$ cat src/rtl/wb_sram_pkg.sv
// Shared definitions for the Wishbone single-port SRAM bridge.
//   state_t    : bridge FSM state (IDLE, RD_WAIT, ACK), 2-bit encoding
//   WB_SEL_W   : Wishbone byte-lane select width
//   win_bytes  : byte size of the SRAM window for a given word depth
package wb_sram_pkg;

  typedef enum logic [1:0] {
    IDLE    = 2'd0,
    RD_WAIT = 2'd1,
    ACK     = 2'd2
  } state_t;

  localparam int WB_SEL_W = 4;

  // Window size in bytes; 32-bit words are 4 bytes each.
  function automatic logic [31:0] win_bytes(input int words);
    return 32'(words * 4);
  endfunction

endpackage

$ cat src/rtl/wb_spsram_bridge.sv
// Wishbone B4 classic slave in front of a 32-bit byte-addressable
// single-port SRAM. Each bus request produces exactly one single-cycle
// SRAM enable. Writes ack one cycle after stb, reads ack two cycles after
// stb, with the SRAM read data registered onto wb_dat_o.
//
// Parameters: WORDS (SRAM depth in words), BASE (byte base of window).
// Ports:
//   clk, rstz          clock, async active-low reset
//   wb_*_i / wb_*_o    Wishbone slave side
//   mem_*              SRAM side (mem_rdata valid 1 cycle after a read enable)
// Build option: define WB_SRAM_ADDR_ERR_EN to decode the address window and
// answer out-of-window requests with wb_err_o instead of aliasing.
module wb_spsram_bridge
  import wb_sram_pkg::*;
#(
  parameter int          WORDS = 256,
  parameter logic [31:0] BASE  = 32'h0000_0000
) (
  input  logic                clk,
  input  logic                rstz,
  input  logic [31:0]         wb_adr_i,
  input  logic [31:0]         wb_dat_i,
  input  logic [WB_SEL_W-1:0] wb_sel_i,
  input  logic                wb_we_i,
  input  logic                wb_cyc_i,
  input  logic                wb_stb_i,
  output logic [31:0]         wb_dat_o,
  output logic                wb_ack_o,
  output logic                wb_err_o,
  output logic [31:0]         mem_addr,
  output logic [31:0]         mem_wdata,
  input  logic [31:0]         mem_rdata,
  output logic                mem_en,
  output logic                mem_wr_en,
  output logic [WB_SEL_W-1:0] mem_wr_mask
);

  state_t      state, state_nxt;
  logic        req;
  logic        hit;
  logic [31:0] offset;

  assign req    = wb_cyc_i & wb_stb_i;
  // Unsigned wrap of the subtraction turns the two-sided window test into
  // a single compare and keeps BASE near the top of the map safe.
  assign offset = wb_adr_i - BASE;

`ifdef WB_SRAM_ADDR_ERR_EN
  localparam logic [31:0] WINDOW = win_bytes(WORDS);
  assign hit = (offset < WINDOW);
`else
  // No decode: upper address bits fall off in the SRAM and alias.
  assign hit = 1'b1;
`endif

  // State register
  always_ff @(posedge clk or negedge rstz) begin
    if (!rstz) state <= IDLE;
    else       state <= state_nxt;
  end

  // Next-state logic
  always_comb begin
    state_nxt = state;
    case (state)
      IDLE: begin
        if (req) begin
          if (!hit)         state_nxt = ACK;   // error response slot
          else if (wb_we_i) state_nxt = ACK;
          else              state_nxt = RD_WAIT;
        end
      end
      // Master gave up on the read: drop it without acking.
      RD_WAIT: state_nxt = wb_cyc_i ? ACK : IDLE;
      ACK:     state_nxt = IDLE;
      default: state_nxt = IDLE;
    endcase
  end

  // SRAM-side outputs. Only IDLE may enable the SRAM, so the stb still held
  // through RD_WAIT/ACK never issues a second access. rstz gates the enable
  // because state already reads IDLE while reset is held.
  always_comb begin
    mem_addr    = offset;
    mem_wdata   = wb_dat_i;
    mem_wr_mask = wb_sel_i;
    mem_wr_en   = wb_we_i;
    mem_en      = rstz & (state == IDLE) & req & hit;
  end

  // Registered bus responses
  always_ff @(posedge clk or negedge rstz) begin
    if (!rstz) begin
      wb_ack_o <= 1'b0;
      wb_err_o <= 1'b0;
      wb_dat_o <= '0;
    end else begin
      wb_ack_o <= 1'b0;
      wb_err_o <= 1'b0;
      case (state)
        IDLE: begin
          if (req & hit & wb_we_i) wb_ack_o <= 1'b1;
`ifdef WB_SRAM_ADDR_ERR_EN
          if (req & ~hit)          wb_err_o <= 1'b1;
`endif
        end
        RD_WAIT: begin
          if (wb_cyc_i) begin
            wb_ack_o <= 1'b1;
            wb_dat_o <= mem_rdata;
          end
        end
        default: ;
      endcase
    end
  end

endmodule
$ cat config.mk
export PLATFORM = sky130hd
export DESIGN_NAME = wb_spsram_bridge
export DESIGN_NICKNAME = d
export VERILOG_FILES = /design/src/rtl/wb_sram_pkg.sv /design/src/rtl/wb_spsram_bridge.sv
export SDC_FILE = /design/constraint.sdc
export NUM_CORES = 1
export LEC_CHECK = 0
export CORE_UTILIZATION = 29
export DETAILED_ROUTE_END_ITERATION = 8
export PLACE_DENSITY = 0.94
export SYNTH_ARGS = -nofsm -noshare
export SYNTH_HDL_FRONTEND = slang
export SYNTH_SLANG_ARGS = --single-unit
$ cat constraint.sdc
create_clock -name clk -period 1.5 [get_ports clk]
set_input_delay 0.15 -clock clk [delete_from_list [all_inputs] [get_ports clk]]
set_output_delay 0.15 -clock clk [all_outputs]
set_load 0.01 [all_outputs]
==> impl_metrics.py, run 1 <==
metrics = {
    "run_status": {
        "status": "finished with violations",
        "violations": "DRC",
    },
    "logic_synthesis": {
        "syn_inst": 148,
        "synthDistinctLibCells": 11,
        "yosysWarnings": 0,
        "netlist_area_mm2": 0.00198,
        "yosysSeqAreaShare_pct": 44.3,
        "synth_nets": 253,
        "ys_ff_latch": 35,
        "syn_avg_cell_area_um2": 13.3,
    },
    "route": {
        "wl_per_cell_um": 15.1,
        "postRouteAntennaNets": 0,
        "vias": 1017,
        "vias_per_cell": 4.27,
        "met2WireLength_um": 1800,
        "dr_wl_met3_um": 386,
        "first_pass_iters": 6,
        "wirelength_um": 3590,
        "drtIter0Drc": 65,
        "wl_met1_um": 1320,
        "route.detailed.drc": 15,
        "dr.max_layer_used": "met4",
    },
    "global_route": {
        "antenna_found_initial": 0,
        "grt_pass1_wl_um": 5470,
        "grt_max_degree": 36,
        "gr-total-overflow": 0,
        "grt_usage_pct": 10.0,
        "grt_pass1_vias": 1080,
    },
    "min_path": {
        "hold_path_depth": 0,
        "min_path_type": "input pin to output port",
        "hold_end": "mem_addr[14]",
        "min_from": "wb_adr_i[14]",
    },
    "placement": {
        "pre_cts_ws_ns": -0.196,
        "dp_hpwl_um": 2620,
        "numPortBuffers": 71,
        "place_area_mm2": 0.00229,
        "place_inst": 229,
        "place_congestion": 0.694,
    },
    "clocking": {
        "clock_path_buffers": 2,
        "cts_tree": "done",
        "clkLatencyLatePin_ns": 0.28,
        "cts_buffers": 5,
        "cts_max_level": 2,
        "cts_sinks": 35,
        "cts_root_buffer": "clkbuf_8",
    },
    "critical_path": {
        "cp-end-kind": "output port",
        "max_stage_delay_ns": 0.53,
        "reg2regPathDepth": 3,
        "critical_path.startpoint_type": "input pin",
        "path_cells": "dlygate4sd3_1 > buf_2 > and4b_1 > dlygate4sd2_1",
        "critical_path_buf_inv_count": 3,
        "rr_startpoint": "state[1]$_DFFE_PN0P_",
        "cp.depth": 4,
        "crit_family": "buffers and inverters",
        "cpMaxStageDelayCell": "dlygate4sd3_1",
        "crit_arrival_ns": 1.30,
        "critical_path.max_fanout": 2,
        "cp.required_ns": 1.35,
        "crit_type": "input pin to output port",
        "r2r-end": "wb_dat_o[2]$_DFFE_PN0P_",
        "rrSetupSlack_ns": 0.28,
    },
    "floorplanning": {
        "dieArea_mm2": 0.00715,
        "coreArea_mm2": 0.00646,
        "die_h_um": 84.5,
        "start_util_pct": 30.6,
        "num_rows": 29,
        "ios": 209,
        "die_w_um": 84.5,
    },
    "flow_run": {
        "max_cap_viol_count": 0,
    },
    "sta": {
        "setup_viol": 0,
        "fin_crit_sh_pct": 96.7,
        "setup_slack_ns": 0.0488,
        "rsz0062_at_grt": "false",
        "period_minus_slack_ns": 1.45,
        "hold_violations": 0,
        "max_freq_ghz": 0.689,
        "finClkSkew_ns": 0.00253,
        "holdWs_ns": 0.300,
        "slew_viol_final": 0,
    },
    "cells_and_area": {
        "fin_cells": 238,
        "finalNetCount": 265,
        "drive_gt1_share_pct": 29.8,
        "area_growth_pct": 21.5,
        "n_antenna_cell": 0,
        "nFillCells": 615,
        "fin_area_mm2": 0.00240,
    },
    "power_and_ir_drop": {
        "power_density_mw_per_mm2": 1330,
        "report.power.total_uw": 3190,
        "leakagePower_uw": 0.00114,
        "irDropWorstVdd_mv": 0.392,
    },
}
per-layer routing:
metal	up-vias	track usage (%)
li1	440	-
met1	485	10.9
met5	-	0
met3	12	4.13
met2	80	16.3
met4	0	6.01
where the power goes:
part	internal, uW	switching [uW]
logic	800	334
clock network	419	314
registers	1190	135
total	2410	783
cells in the final DEF (no fill, tap or decap), types with 2 or more instances in the layout:
master	n
clkdlybuf4s50_1	69
dfrtp_1	35
mux2_4	30
clkbuf_8	7
buf_4	4
nor2b_1	2
mux2_2	2
buf_12	2
how the worst max path moves through the flow:
stage                                     from                 endpoint  slack (ns)
after floorplan           state[1]$_DFFE_PN0P_  wb_dat_o[0]$_DFFE_PN0P_        0.38
after global placement                wb_cyc_i                   mem_en       -0.16
after detailed placement              wb_cyc_i                   mem_en       -0.20
after CTS                 state[1]$_DFFE_PN0P_                   mem_en        0.03
after global routing      state[1]$_DFFE_PN0P_                   mem_en        0.01
final                                     rstz                   mem_en        0.05
state kept, by name, summed over array words and instances, names as in the netlist:
| signal | cells |
|---|---|
| wb_dat_o | 32 |
| state | 2 |
| wb_ack_o | 1 |
layout make-up:
type	instances	area, um^2	area share (%)
clock buffers	8	100	4.17
flip-flops and latches	35	876	36.5
repair buffers	78	785	32.7
multi-input cells	40	543	22.6
well taps	77	96.3	4.01
per-stage QoR:
| stage | TNS (ns) | util [%] |
|---|---|---|
| after CTS | 0 | 37.1 |
| final | 0 | 37.2 |
| after floorplan | 0 | - |
| after global routing | 0 | 37.2 |
| after detailed placement | -0.197 | 35.4 |
| after global placement | -0.157 | 35.4 |
cells by family after synthesis:
| logic type | synth area share, % |
|---|---|
| buffers and inverters | 28.3 |
| multiplexers | 23.9 |
| AO/OA/AOI/OAI | 0.253 |
| flip-flops | 44.3 |
| AND/OR/NAND/NOR | 2.98 |
| other | 0.190 |
cell usage after synthesis (all sizes together):
cell type,instances,share of area (%)
buf,73,28
dfrtp,35,44
mux2,32,24
nor2b,3,0.95
a21oi,1,0.25
and4b,1,0.51
conb,1,0.19
nand3b,1,1.0
nor4bb,1,0.51
what timing repair did:
action / CTS / global route
gates resized for setup: 1 / 1
hold buffers: 1 / 0
setup endpoints to repair: 1 / 1
endpoints found under the hold margin: 35 / 0
buffers inserted: 0 / 0
(Power assumes the default switching activity.)
==> inputs of run 2 (changes only) <==
--- a/config.mk
+++ b/config.mk
@@ -5,9 +5,9 @@
 export SDC_FILE = /design/constraint.sdc
 export NUM_CORES = 1
 export LEC_CHECK = 0
-export CORE_UTILIZATION = 29
+export CORE_UTILIZATION = 31
 export DETAILED_ROUTE_END_ITERATION = 8
-export PLACE_DENSITY = 0.94
+export PLACE_DENSITY = 0.95
 export SYNTH_ARGS = -nofsm -noshare
 export SYNTH_HDL_FRONTEND = slang
 export SYNTH_SLANG_ARGS = --single-unit
==> constraint.sdc (replaced) <==
create_clock -name clk -period 1.84 [get_ports clk]
set_input_delay 0.184 -clock clk [delete_from_list [all_inputs] [get_ports clk]]
set_output_delay 0.184 -clock clk [all_outputs]
set_load 0.01 [all_outputs]
==> impl_metrics.py, run 2 (same netlist as run 1, synthesis figures left out) <==
metrics = {
    "run_status": {
        "status": "finished clean",
    },
    "global_route": {
        "busiest_layer": "met2",
        "grt_usage_pct": 10.9,
        "antenna_found_initial": 0,
        "gr-total-overflow": 0,
        "grt_max_degree": 36,
        "grt_use_met2_pct": 18.4,
        "met3_usage_pct": 3.56,
        "grt_pass1_vias": 1013,
        "grtUsageMet1_pct": 11.3,
        "grt_pass1_wl_um": 5260,
    },
    "critical_path": {
        "crit_family": "buffers and inverters",
        "cp-end-kind": "output port",
        "critical_path.startpoint_type": "register",
        "max_stage_delay_ns": 0.53,
        "cpMaxStageDelayCell": "clkdlybuf4s50_1",
        "path_cells": "nor2b_1 > and4b_1 > clkdlybuf4s50_1",
        "crit_arrival_ns": 1.59,
        "cp.required_ns": 1.66,
        "critical_path_buf_inv_count": 1,
        "crit_type": "register to output port",
        "critical_path.max_fanout": 2,
        "rrSetupSlack_ns": 0.55,
    },
    "clocking": {
        "cts_max_level": 2,
        "cts_sinks": 35,
        "ctsResizeCount": 0,
        "clock_path_buffers": 2,
        "post-cts-setup-buffer-count": 0,
        "cts_buffers": 5,
        "cts_root_buffer": "clkbuf_8",
        "clkLatencyLatePin_ns": 0.29,
        "cts_tree": "done",
        "cts.clk_slew.worst_paths_ns": 0.08,
    },
    "cells_and_area": {
        "drive_gt1_share_pct": 29.4,
        "largest_register_ffs": 32,
        "largest_register": "wb_dat_o",
        "fin_cells": 235,
        "n_antenna_cell": 0,
        "finalNetCount": 264,
        "area_growth_pct": 19.9,
        "mostFrequentLayoutCells": "70 x clkdlybuf4s50_1, 35 x dfrtp_1, 30 x mux2_4",
        "top_regs": "wb_dat_o x32, state x2, wb_ack_o x1",
        "layout_commonest_cell": "clkdlybuf4s50_1",
    },
    "power_and_ir_drop": {
        "power_density_mw_per_mm2": 1090,
        "irDropWorstVdd_mv": 0.582,
        "p_seq_share_pct": 41.9,
        "swShare_pct": 26.8,
        "leakagePower_uw": 0.00111,
        "p_comb_share_pct": 35.8,
        "clockPowerShare_pct": 22.3,
        "intPower_uw": 1890,
        "report.power.total_uw": 2580,
        "power.switching_uw": 690,
    },
    "min_path": {
        "min_path_type": "input pin to output port",
    },
    "floorplanning": {
        "num_rows": 28,
        "coreArea_mm2": 0.00603,
        "die_w_um": 81.8,
        "dieArea_mm2": 0.00670,
        "start_util_pct": 32.8,
        "ios": 209,
        "die_h_um": 81.8,
    },
    "sta": {
        "period_minus_slack_ns": 1.78,
        "rsz0062_at_grt": "false",
        "fin_crit_sh_pct": 96.7,
        "finClkSkew_ns": 0.00504,
        "setup_viol": 0,
        "slew_viol_final": 0,
        "max_freq_ghz": 0.562,
        "finalSetupTns_ns": 0,
        "hold_violations": 0,
    },
    "route": {
        "postRouteAntennaNets": 0,
        "route.detailed.drc": 0,
        "vias_per_cell": 4.28,
        "wl_per_cell_um": 15.7,
        "vias": 1006,
        "drtIter0Drc": 28,
        "wirelength_um": 3680,
        "first_pass_iters": 2,
    },
    "placement": {
        "dp_hpwl_um": 2720,
        "numPortBuffers": 71,
        "place_congestion": 0.650,
        "place_inst": 226,
    },
    "flow_run": {
        "max_cap_viol_count": 0,
    },
}
## run 2: changes by cell type in the layout (fill, tap and decap cells not counted), sizes merged
cell / delta
clkbuf: -3
clkinvlp: +2
buf: -1
clkdlybuf4s50: +1
dlygate4sd2: -1
inv: +1
## run 2: worst paths after layout
kind                                                 end  cells after the start                      from
max in group asynchronous       wb_dat_o[24]$_DFFE_PN0P_                      3                      rstz
worst max register to register  wb_dat_o[27]$_DFFE_PN0P_                      3      state[0]$_DFFE_PN0P_
worst min-delay path                       mem_wdata[13]                      0              wb_dat_i[13]
min in group asynchronous        wb_dat_o[7]$_DFFE_PN0P_                      3                      rstz
worst max-delay path                              mem_en                      3      state[1]$_DFFE_PN0P_
worst min register to register  wb_dat_o[21]$_DFFE_PN0P_                      1  wb_dat_o[21]$_DFFE_PN0P_
## run 2: repair_timing
action,CTS,global route
endpoints found under the hold margin,29,0
hold buffers,1,0
endpoints found under the setup margin,0,0
## run 2: power by group through the flow
stage | sequential [uW] | clock (uW) | combinational, uW
after floorplan | 1180 | 0 | 450
after global placement | 1090 | 0 | 908
after detailed placement | 1090 | 0 | 932
after CTS | 1080 | 615 | 936
after global routing | 1110 | 662 | 977
final | 1080 | 575 | 923
## run 2: layer usage
metal / share of wire [%] / routed length (um) / up-vias
li1: - / - / 431
met1: 37 / 1370 / 482
met2: 50 / 1860 / 76
met3: 9.4 / 347 / 17
met4: 2.9 / 105 / 0
met5: 0 / 0 / -
## run 2: area by class of cell
cell class                 instances  area (um^2)
clock buffer                       5         68.8
sequential                        35          876
timing repair buffer              77          766
tap                               75         93.8
clock inverter                     3         23.8
fill                             566         3660
multi-input combinational         40          541
## run 2: metrics by stage
stage | cell area, um^2 | worst slack, ns | hold slack, ns | utilization (%)
after floorplan | 1980 | 0.724 | -0.112 | -
after global placement | 2270 | 0.107 | 0.302 | 37.6
after detailed placement | 2270 | 0.0925 | 0.316 | 37.6
after CTS | 2370 | 0.0419 | 0.368 | 39.3
after global routing | 2370 | 0.00493 | 0.368 | 39.3
final | 2370 | 0.0614 | 0.368 | 39.3
## run 2: worst reg2reg max path: cells and delay by family (launching register included)
family / cells / cell delay, ns
buffers and inverters: 1 / 0.28
multiplexers: 1 / 0.34
flip-flops: 1 / 0.44
AND/OR/NAND/NOR: 1 / 0.11
